### src/rtl/smac_layer_scheduler_pkg.sv
// Shared types and constants for the SMAC layer scheduler.
//   layer_desc_t  : one layer descriptor; its fields drive the core's max_val_* inputs
//   sched_state_e : scheduler FSM state encoding
//   DrainDefault  : core run cycles after the last input beat of a layer
package smac_layer_scheduler_pkg;

   localparam int unsigned Pa  = 8;          // activation precision (bits)
   localparam int unsigned Pw  = 4;          // weight precision (bits)
   localparam int unsigned Mno = 288;        // max output count
   localparam int unsigned Mnv = 224 * 224;  // max input volume (beats)

   localparam int unsigned CntDoneW  = $clog2(Mno);
   localparam int unsigned CntQuantW = $clog2(Pa);
   localparam int unsigned CntOutW   = $clog2(Mno);
   localparam int unsigned CntReluW  = $clog2(Pw);
   localparam int unsigned FilGroupW = 4;
   localparam int unsigned InVolW    = $clog2(Mnv + 1);

   localparam int unsigned DrainDefault = 16;

   typedef struct packed {
      logic [CntDoneW-1:0]  cnt_done;
      logic [CntQuantW-1:0] cnt_quant;
      logic [CntOutW-1:0]   cnt_out;
      logic [CntReluW-1:0]  cnt_relu;
      logic [FilGroupW-1:0] fil_group;
      logic [InVolW-1:0]    in_vol;
   } layer_desc_t;

   typedef enum logic [2:0] {
      StIdle,
      StLoad,
      StRun,
      StDrain,
      StNext,
      StDone
   } sched_state_e;

endpackage

### src/rtl/smac_out_skid.sv
// One-entry valid/ready output buffer between the core write-back and the sink.
//   in_valid/in_data   : write strobe and beat (caller only writes when not blocked)
//   out_valid/out_data : sink side, beat held until out_ready
//   out_ready          : sink accepts the held beat
//   blocked            : buffer full and sink not ready; upstream must stall
module smac_out_skid #(
   parameter int unsigned BW = 128
) (
   input  logic          clk,
   input  logic          rst,
   input  logic          in_valid,
   input  logic [BW-1:0] in_data,
   output logic          out_valid,
   output logic [BW-1:0] out_data,
   input  logic          out_ready,
   output logic          blocked
);

   logic          full_q, full_d;
   logic [BW-1:0] data_q;

   // A pop and a push in the same cycle leave the buffer full with the new beat.
   always_comb begin
      full_d = in_valid | (full_q & ~out_ready);
   end

   always_ff @(posedge clk or posedge rst) begin
      if (rst) begin
         full_q <= 1'b0;
         data_q <= '0;
      end else begin
         full_q <= full_d;
         if (in_valid) begin
            data_q <= in_data;
         end
      end
   end

   assign out_valid = full_q;
   assign out_data  = data_q;
   assign blocked   = full_q & ~out_ready;

endmodule

### src/rtl/smac_layer_scheduler.sv
// Sequences the SMAC core through a programmed list of layers.
//   cfg_we/cfg_addr/cfg_desc : descriptor table write port (IDLE only)
//   num_layers/start         : run request (IDLE only); num_layers clamped to NL
//   busy/done/layer_idx      : run status
//   src_*                    : input stream, forwarded to core_in_data while running
//   dst_*                    : output stream, fed by a one-entry buffer from core_out_*
//   core_stall_n             : core run enable
//   max_val_*                : per-layer core configuration, updated only in LOAD
module smac_layer_scheduler
   import smac_layer_scheduler_pkg::*;
#(
   parameter int unsigned BW    = 128,
   parameter int unsigned NL    = 8,
   parameter int unsigned DRAIN = DrainDefault,
   localparam int unsigned IdxW = $clog2(NL)
) (
   input  logic                 clk,
   input  logic                 rst,
   input  logic                 cfg_we,
   input  logic [IdxW-1:0]      cfg_addr,
   input  layer_desc_t          cfg_desc,
   input  logic [IdxW:0]        num_layers,
   input  logic                 start,
   output logic                 busy,
   output logic                 done,
   output logic [IdxW-1:0]      layer_idx,
   input  logic                 src_valid,
   output logic                 src_ready,
   input  logic [BW-1:0]        src_data,
   output logic                 dst_valid,
   input  logic                 dst_ready,
   output logic [BW-1:0]        dst_data,
   output logic                 core_stall_n,
   output logic [BW-1:0]        core_in_data,
   input  logic [BW-1:0]        core_out_data,
   input  logic                 core_out_valid,
   output logic [CntDoneW-1:0]  max_val_cnt_done,
   output logic [CntQuantW-1:0] max_val_cnt_quant,
   output logic [CntOutW-1:0]   max_val_cnt_out,
   output logic [CntReluW-1:0]  max_val_cnt_relu,
   output logic [FilGroupW-1:0] max_val_fil_group,
   output logic [InVolW-1:0]    max_val_in_vol
);

   localparam int unsigned DrainW = $clog2(DRAIN + 1);
   localparam logic [IdxW:0] NlVal = (IdxW + 1)'(NL);

   sched_state_e        state_q, state_d;
   layer_desc_t         desc_tbl_q [NL];
   layer_desc_t         cfg_q;
   logic [IdxW-1:0]     layer_idx_q;
   logic [IdxW:0]       num_layers_q;
   logic [IdxW:0]       nl_clamped;
   logic [InVolW-1:0]   beat_cnt_q;
   logic [DrainW-1:0]   drain_cnt_q;
   logic                blocked;
   logic                src_hs;
   logic                has_beats;
   logic                beat_last;
   logic                drain_last;
   logic                last_layer;

   assign nl_clamped = (num_layers > NlVal) ? NlVal : num_layers;
   assign has_beats  = (cfg_q.in_vol != '0);
   assign beat_last  = (beat_cnt_q == cfg_q.in_vol - InVolW'(1));
   assign drain_last = (drain_cnt_q == DrainW'(DRAIN - 1));
   assign last_layer = (layer_idx_q == IdxW'(num_layers_q - 1'b1));
   assign src_hs     = src_valid & src_ready;

   // Stream gating: the core only runs when its input beat (RUN) exists and the
   // output buffer can take whatever it writes back.
   always_comb begin
      core_stall_n = 1'b0;
      src_ready    = 1'b0;
      core_in_data = '0;
      unique case (state_q)
         StRun: begin
            core_stall_n = src_valid & ~blocked & has_beats;
            src_ready    = core_stall_n;
            core_in_data = src_data;
         end
         StDrain: begin
            core_stall_n = ~blocked;
         end
         default: ;
      endcase
   end

   always_comb begin
      state_d = state_q;
      unique case (state_q)
         StIdle: begin
            if (start) begin
               state_d = (num_layers == '0) ? StDone : StLoad;
            end
         end
         StLoad: state_d = StRun;
         StRun: begin
            if (!has_beats || (src_hs && beat_last)) begin
               state_d = StDrain;
            end
         end
         StDrain: begin
            if (core_stall_n && drain_last) begin
               state_d = StNext;
            end
         end
         StNext:  state_d = last_layer ? StDone : StLoad;
         StDone:  state_d = StIdle;
         default: state_d = StIdle;
      endcase
   end

   always_ff @(posedge clk or posedge rst) begin
      if (rst) begin
         state_q      <= StIdle;
         cfg_q        <= '0;
         layer_idx_q  <= '0;
         num_layers_q <= '0;
         beat_cnt_q   <= '0;
         drain_cnt_q  <= '0;
         for (int i = 0; i < NL; i++) begin
            desc_tbl_q[i] <= '0;
         end
      end else begin
         state_q <= state_d;
         unique case (state_q)
            StIdle: begin
               if (cfg_we) begin
                  desc_tbl_q[cfg_addr] <= cfg_desc;
               end
               if (start) begin
                  num_layers_q <= nl_clamped;
                  layer_idx_q  <= '0;
               end
            end
            StLoad: begin
               cfg_q       <= desc_tbl_q[layer_idx_q];
               beat_cnt_q  <= '0;
               drain_cnt_q <= '0;
            end
            StRun: begin
               if (src_hs) begin
                  beat_cnt_q <= beat_cnt_q + InVolW'(1);
               end
            end
            StDrain: begin
               if (core_stall_n) begin
                  drain_cnt_q <= drain_cnt_q + DrainW'(1);
               end
            end
            StNext:  layer_idx_q <= layer_idx_q + 1'b1;
            default: ;
         endcase
      end
   end

   // Write-back while the core is stalled is not a real beat and is dropped.
   smac_out_skid #(
      .BW(BW)
   ) u_out_skid (
      .clk       (clk),
      .rst       (rst),
      .in_valid  (core_out_valid & core_stall_n),
      .in_data   (core_out_data),
      .out_valid (dst_valid),
      .out_data  (dst_data),
      .out_ready (dst_ready),
      .blocked   (blocked)
   );

   assign busy      = (state_q == StLoad) || (state_q == StRun) ||
                      (state_q == StDrain) || (state_q == StNext);
   assign done      = (state_q == StDone);
   assign layer_idx = layer_idx_q;

   assign max_val_cnt_done  = cfg_q.cnt_done;
   assign max_val_cnt_quant = cfg_q.cnt_quant;
   assign max_val_cnt_out   = cfg_q.cnt_out;
   assign max_val_cnt_relu  = cfg_q.cnt_relu;
   assign max_val_fil_group = cfg_q.fil_group;
   assign max_val_in_vol    = cfg_q.in_vol;

endmodule

### config.mk
export PLATFORM = sky130hd
export DESIGN_NAME = smac_layer_scheduler
export DESIGN_NICKNAME = d
export VERILOG_FILES = /design/src/rtl/smac_layer_scheduler_pkg.sv /design/src/rtl/smac_out_skid.sv /design/src/rtl/smac_layer_scheduler.sv
export SDC_FILE = /design/constraint.sdc
export NUM_CORES = 1
export LEC_CHECK = 0
export CAP_MARGIN = 20
export CORE_AREA = 2 2 239 241
export DETAILED_ROUTE_END_ITERATION = 8
export DIE_AREA = 0 0 241 243
export DONT_BUFFER_PORTS = 1
export PLACE_DENSITY_LB_ADDON = 0.1
export SLEW_MARGIN = 20
export SYNTH_ARGS = -nofsm -noshare
export SYNTH_HDL_FRONTEND = slang
export SYNTH_SLANG_ARGS = --single-unit
### constraint.sdc
create_clock -name clk -period 26.2 [get_ports clk]
set_clock_uncertainty 0.1 [all_clocks]
set_input_delay 2.62 -clock clk [delete_from_list [all_inputs] [get_ports clk]]
set_output_delay 2.62 -clock clk [all_outputs]
set_load 0.1 [all_outputs]
# == Yosys cells after proc, flatten, opt, wreduce, memory -nomap -nowiden ==
# Cells that the tools add are included.
# totals
register_bits,546
in_bits,313
output_inout_bits,307
word_cells,135
# classes
n_addsub,5
magnitude_cmp,4
eq_ne,13
n_mux,22
n_bitwise,10
n_reduce_logical,20
# ops
operator,count
bitwise mux 344 bit,1
binary-select mux 43 bit (select 3 bit),1
demux 43 bit (select 3 bit),1
two-way mux 43 bit,3
two-way mux 128 bit,1
one-hot mux 16 bit (2 select lines),1
two-way mux 3 bit,7
adder 16 x 1 -> 16 bit (second input constant),1
equality test 16 bit,1
two-way mux 16 bit,1
nonzero test 16 bit,1
subtractor 16 x 1 -> 16 bit (second input constant),1
one-hot mux 3 bit (5 select lines),1
!= test 2 bit (second input constant),5
one-hot mux 5 bit (2 select lines),1
AND reduction 2 bit,5
greater-or-equal comparator 4 bit (second input constant),2
NOT 3 -> 4 bit,2
equality test 3 x 2 -> 1 bit (second input constant),2
equality test 3 bit (second input constant),2
one-hot mux 3 bit (2 select lines),1
nonzero test 2 bit,3
adder 5 x 1 -> 5 bit (second input constant),1
bitwise AND 1 bit,5
18 further kinds,24

# == Logic depth before layout (Yosys ltp) ==
# logic_depth
depth_word,11
depth_mapped,9
mapped_depth_nobuf,8

# == Hierarchy ==
# Synthesis repeated with hierarchy kept, for this count alone.
# unflattened
cells_unflattened,1698
hier_area_um2,24584.8
# by_module_without_submodules
module,n_inst,cells_per_inst,area_each_um2,seq_area_each_um2
smac_layer_scheduler,1,1424,19747.7,10435.0
smac_out_skid,1,274,4837.1,3228.1

# == Worst setup path after synthesis ==
# Ideal clock, no wire load.
# synth_timing
path_kind,input port to output port
startpoint,input dst_ready
endpoint,output src_ready
arrival_time_ps,3909
t_required_ps,23480
setup_slack_ps,19571
path_stages,5
path_buffers,1
path_cell_list,nand2b_1 > clkbuf_1 > nand3_1 > a21o_4 > inv_1
# synth_between
elab_chain_cells,6
# synth_rtl
element,line_no,source
"start, declared",smac_layer_scheduler.sv:31,"input logic dst_ready,"
NOT 1 bit,smac_out_skid.sv:41,assign blocked = full_q & ~out_ready;
bitwise AND 1 bit,smac_out_skid.sv:41,
NOT 1 bit,smac_layer_scheduler.sv:78,core_stall_n = src_valid & ~blocked & has_beats;
bitwise AND 1 bit (2 in a row),smac_layer_scheduler.sv:78,
two-way mux 1 bit,smac_layer_scheduler.sv:76,unique case (state_q)
"end, declared",smac_layer_scheduler.sv:28,"output logic src_ready,"
# No other way between the ends.

# == Worst setup path in the final report ==
# Same ends and word-level chain as after synthesis.

==> run_results.csv <==
group,metric,value,unit
clocking,cts_hold_buf,0,
synth,synth_top_cell_by_area,"dfrtp_1",
timing,slew_violations,0,
synth,yosysSeqAreaShare,54.4,%
global_routing,grt_overflow,0,
cells_and_area,final_area,0.0279,mm²
clocking,cts_buffers,59,
placed_design,placed_area,0.0258,mm²
worst_setup_path,r2r-start,"u_out_skid.out_valid",
timing,tightestPinTransition,1.23,ns
route,drc,0,
cells_and_area,register_area,0.0137,mm²
synth,synthFlopType,"dfrtp_1",
min_path,hold_path_startpoint,"desc_tbl_q[177]",
route,detail_route.wl_per_cell,31.1,µm
synth,synth_common_cells,"dfrtp_1, mux2_2, and2_1",
worst_setup_path,path_depth,5,
floorplanning,initial_utilization,44.9,%
worst_setup_path,r2r_setup_slack,21.75,ns
placed_design,place_congestion,1.24,
clocking,post_cts_resized,0,
route,wl,80700,µm
route,vias_per_cell,5.84,
cells_and_area,area_growth,11.1,%
worst_setup_path,max_stage_delay,0.28,ns
min_path,min_path_type,"flop to flop",
min_path,hold_depth,1,
cells_and_area,multiInputGateArea,0.0108,mm²
synth,synth_cells,1751,
timing,slew_headroom,18.8,%
timing,tns,0,ns
synth,synth_nets,2071,
timing,setup_viol,0,
worst_setup_path,slowest_stage,"nand2b_1",
worst_setup_path,critical_path.startpoint,"dst_ready",
job,maxCapViolations,0,
timing,finalHoldViolCount,0,
worst_setup_path,path_cells,"nand2b_1 -> nand3_1 -> a21o_4 -> inv_1 -> buf_12",
global_routing,grt_first_pass_wirelength,113000,µm
worst_setup_path,cp.arrival,3.74,ns
clocking,cts-root-buf,"clkbuf_16",
clocking,htree_levels,2,
clocking,cts_buffer_depth,3,
placed_design,hpwl,54900,µm
cells_and_area,fin_nets,2072,
worst_setup_path,worstSetupStartpointType,"input pin",
timing,layout_min_cycle_time,6.46,ns
floorplanning,die_area,0.0586,mm²
synth,synth-edff-count,0,
global_routing,antenna_found_initial,59,
synth,synth_warnings,0,
synth,ys_async_sr_fraction,100,%
clocking,cts_tree,"built",
route,firstDrtPassIters,6,
synth,syn_avg_cell_area,14.3,µm²
floorplanning,die_x,241,µm
synth,netlist_area,0.0251,mm²
synth,ys_top_cells_by_area,"dfrtp_1, mux2_2, mux4_2, mux2_4, and2_1",
cells_and_area,nFillCells,4885,
global_routing,gr-usage-all-layers,27.1,%
worst_setup_path,cp_num_buf_inv,2,
floorplanning,die_h,243,µm
floorplanning,core,0.0560,mm²
timing,timing.final.crit_share,24.7,%
floorplanning,io_pins,620,
timing,rsz0062_at_grt,"no",
clocking,post_cts_buffers,0,
worst_setup_path,path_max_fanout,14,
placed_design,port_buffers,0,
synth,synth.ff_latch_count,546,
outcome,status,"completed",
route,drtIter0Drc,1245,
synth,synthMostInstantiatedCell,"dfrtp_1",
floorplanning,rows,87,
route,ant_nets,0,
clocking,clk_latency,0.63,ns
worst_setup_path,crit_family,"simple AND/OR/NAND/NOR gates",
worst_setup_path,worstSetupPathType,"input pin to primary output",
cells_and_area,drive_gt1_share,40.5,%
worst_setup_path,reg2regPathDepth,7,
clocking,clkSlewWorstSetupHoldPaths,0.06,ns
worst_setup_path,required,23.48,ns
route,vias,15160,
synth,yosysUniqueCellTypes,61,
global_routing,grt_max_degree,129,
clocking,cts.sinks,546,
synth,yosysTopAreaCellShare,54.4,%
timing,fmax,0.155,GHz
worst_setup_path,critPathCaptureType,"primary output",
global_routing,grt_pass1_vias,15034,
area by class of cell:
cell class | count | share of cell area [%]
inverters | 11 | 0.175
repair buffers | 53 | 1.61
multi-input cells | 1081 | 38.6
flip-flops and latches | 546 | 49.0
diodes | 44 | 0.395
clock inverters | 18 | 0.498
well taps | 756 | 3.39
clock buffers | 89 | 6.31
cells in the final DEF, fill, tap and decap left out, drive strengths merged, types with 9 or more instances in the layout:
master | Yosys | routed
nor2 | 70 | 70
nand4 | 9 | 9
buf | 67 | 52
clkinv | 0 | 15
nand3 | 14 | 14
and2 | 131 | 131
nor3 | 12 | 12
xnor2 | 26 | 26
xor2 | 13 | 13
a31oi | 46 | 46
clkbuf | 46 | 90
o21ai | 14 | 14
mux2 | 472 | 472
nand2 | 114 | 114
inv | 11 | 12
mux4 | 86 | 86
dfrtp | 546 | 546
diode | 0 | 44
sequential cells by signal (all words and copies together), names as in the netlist:
signal	count
desc_tbl_q	344
u_out_skid.out_data	128
beat_cnt_q	16
max_val_in_vol	16
max_val_cnt_done	9
max_val_cnt_out	9
drain_cnt_q	5
max_val_fil_group	4
layer_idx	3
max_val_cnt_quant	3
num_layers_q	3
state_q	3
max_val_cnt_relu	2
u_out_skid.out_valid	1
metrics by stage:
step	std cells	setup WS, ns	hold slack [ns]	utilization [%]
after floorplan	1751	8.22	0.350	-
after global placement	2441	19.34	0.368	46.1
after detailed placement	2444	19.34	0.388	46.1
after CTS	2551	19.33	0.402	49.5
after global routing	2582	19.69	0.409	49.8
final	2598	19.74	0.399	49.8
worst paths after layout:
path / end
min in group asynchronous: u_out_skid.out_data[50]
worst min register to register: desc_tbl_q[177]
worst min-delay path: desc_tbl_q[177]
max in group asynchronous: desc_tbl_q[206]
worst max register to register: u_out_skid.out_data[12]
worst max-delay path: src_ready
metal layers:
| metal | up-vias | track usage, % | wire length, µm |
|---|---|---|---|
| met5 | - | 4.55 | 448 |
| met4 | 34 | 7.33 | 2180 |
| met3 | 170 | 16.5 | 11300 |
| met2 | 708 | 38.2 | 34100 |
| met1 | 7936 | 34.6 | 32700 |
| li1 | 6312 | - | - |
cells by family after synthesis:
family / after synthesis / synth area share [%]
AO/OA/AOI/OAI: 88 / 2.30
XOR/XNOR: 39 / 1.36
adder cells (fa/ha/maj): 7 / 0.349
buffers and inverters: 124 / 2.99
flip-flops: 546 / 54.4
multiplexers: 560 / 30.5
AND/OR/NAND/NOR: 387 / 8.09
Power is left out: the tool's default activity adds up to more than one toggle a clock period on the data nets, which glitch-free logic cannot reach.
==> variant, RTL diff (same settings) <==
Make the reset (`rst`) synchronous in 2 clocked blocks.
--- a/src/rtl/smac_out_skid.sv
+++ b/src/rtl/smac_out_skid.sv
@@ -24,7 +24,7 @@
       full_d = in_valid | (full_q & ~out_ready);
    end
 
-   always_ff @(posedge clk or posedge rst) begin
+   always_ff @(posedge clk) begin
       if (rst) begin
          full_q <= 1'b0;
          data_q <= '0;
--- a/src/rtl/smac_layer_scheduler.sv
+++ b/src/rtl/smac_layer_scheduler.sv
@@ -111,7 +111,7 @@
       endcase
    end
 
-   always_ff @(posedge clk or posedge rst) begin
+   always_ff @(posedge clk) begin
       if (rst) begin
          state_q      <= StIdle;
          cfg_q        <= '0;
Formal check against the unedited RTL: differs if rst is asserted again (counterexample within 4 cycles, from zero or initial values and one cycle with rst high); with rst held inactive, the same outputs for 4 cycles.
==> variant against the original RTL <==
- global-route usage is 0.20 points lower
- cell area decreased by 4.2%
- setup slack worse by 270 ps
- core utilization down 2.1 points
- via count is 2.9% higher
- count of clock-buffer cells in the layout down 12
- area after synthesis down 4.6%
- wire length is 0.51% higher
- register-to-register slack worse by 500 ps
- sequential cell count unchanged
- critical endpoint is now core_stall_n
==> variant: results (changes against the original RTL) <==
- Status: completed (unchanged)
- Met2 wire len: 34.51 mm (was 34.10 mm)
- Metal3 WL: 10.93 mm (was 11.30 mm)
- Largest net degree at the start of global routing: 196 (was 129)
- Via count: 15,600 (was 15,160)
- Post-synthesis mux area share: 0.1002 (was 0.3047)
- Worst Reg2Reg Path Length in Cells: 8 (was 7)
- R2r setup slk: 21,250 ps (was 21,750 ps)
- Nets@finish: 2,270 (was 2,072)
- Initial antenna violation count: 61 (was 59)
- Synth cell count leaders: and2_1 (476), edfxtp_1 (344), nand2_1 (270) (was dfrtp_1 (546), mux2_2 (366), and2_1 (131))
- Met2 Use GR: 0.3826 (was 0.3819)
- Primary FF master, synth: edfxtp_1 (was dfrtp_1)
- WHS Endpoint: drain_cnt_q[1]$_SDFFE_PP0P_ (was desc_tbl_q[177]$_DFFE_PP0P_)
- 1st-iter DRT viols: 1,488 (was 1,245)
- Drt pass-1 iters: 5 (was 6)
- Crit Reg-Reg Endpoint: u_out_skid.out_data[18]$_SDFFE_PP0P_ (was u_out_skid.out_data[12]$_DFFE_PP0P_)
- Adder-cell share of the synthesized area: 0.003660 (was 0.003490)
- GRT Resource Usage Total: 0.2694 (was 0.2715)
- Arr. time, crit path: 4010 ps (was 3740 ps)
- Vias in the first global route: 14,850 (was 15,030)
- Global Route met1 Usage: 0.3424 (was 0.3460)
- Post-synth EDFFs: 344 (was 0)
- Main area contributors after synthesis: edfxtp_1 (43%), dfxtp_1 (17%), and2_1 (12%) (was dfrtp_1 (54%), mux2_2 (16%), mux4_2 (7.7%))
- Unique masters post-synth: 59 (was 61)
- Async S/R FF share, synth: 0 (was 1.000)
- Layout cells sized above 1: 0.1220 (was 0.4055)
- Compound-Gate Fraction of Synth Area: 0.05505 (was 0.02298)
- Slowest cell on the critical path: nand2_1 (was nand2b_1)
- Post-route met1 wirelength: 32.72 mm (was 32.69 mm)
[variant: final cells by class]
type,instances,area share
flip-flops and latches,546,0.5385
multi-input cells,1302,0.3377
clock buffers,77,0.06206
well taps,756,0.03541
clock inverters,34,0.01077
repair buffers,35,0.009836
diodes,52,0.004871
inverters,6,0.0008431
[variant: per-stage QoR]
| step | utilization | instance area [µm²] | hold slack (ps) | cells | setup WS, ps |
|---|---|---|---|---|---|
| 6_report | 0.4774 | 26710 | 392.4 | 2808 | 19470 |
| 5_1_grt | 0.4765 | 26660 | 418.3 | 2788 | 19190 |
| 4_1_cts | 0.4751 | 26580 | 393.9 | 2756 | 19440 |
| 3_5_place_dp | 0.4403 | 24640 | 385.9 | 2645 | 19440 |
| 3_3_place_gp | 0.4403 | 24640 | 374.7 | 2645 | 19450 |
| 2_1_floorplan | - | 23930 | 357.0 | 1993 | 19690 |
[variant: report_power, final]
part	total, W	switching [W]	internal (W)
combinational	0.000355	0.000285	0.0000702
clock	0.000835	0.000359	0.000476
sequential	0.00110	0.000143	0.000958
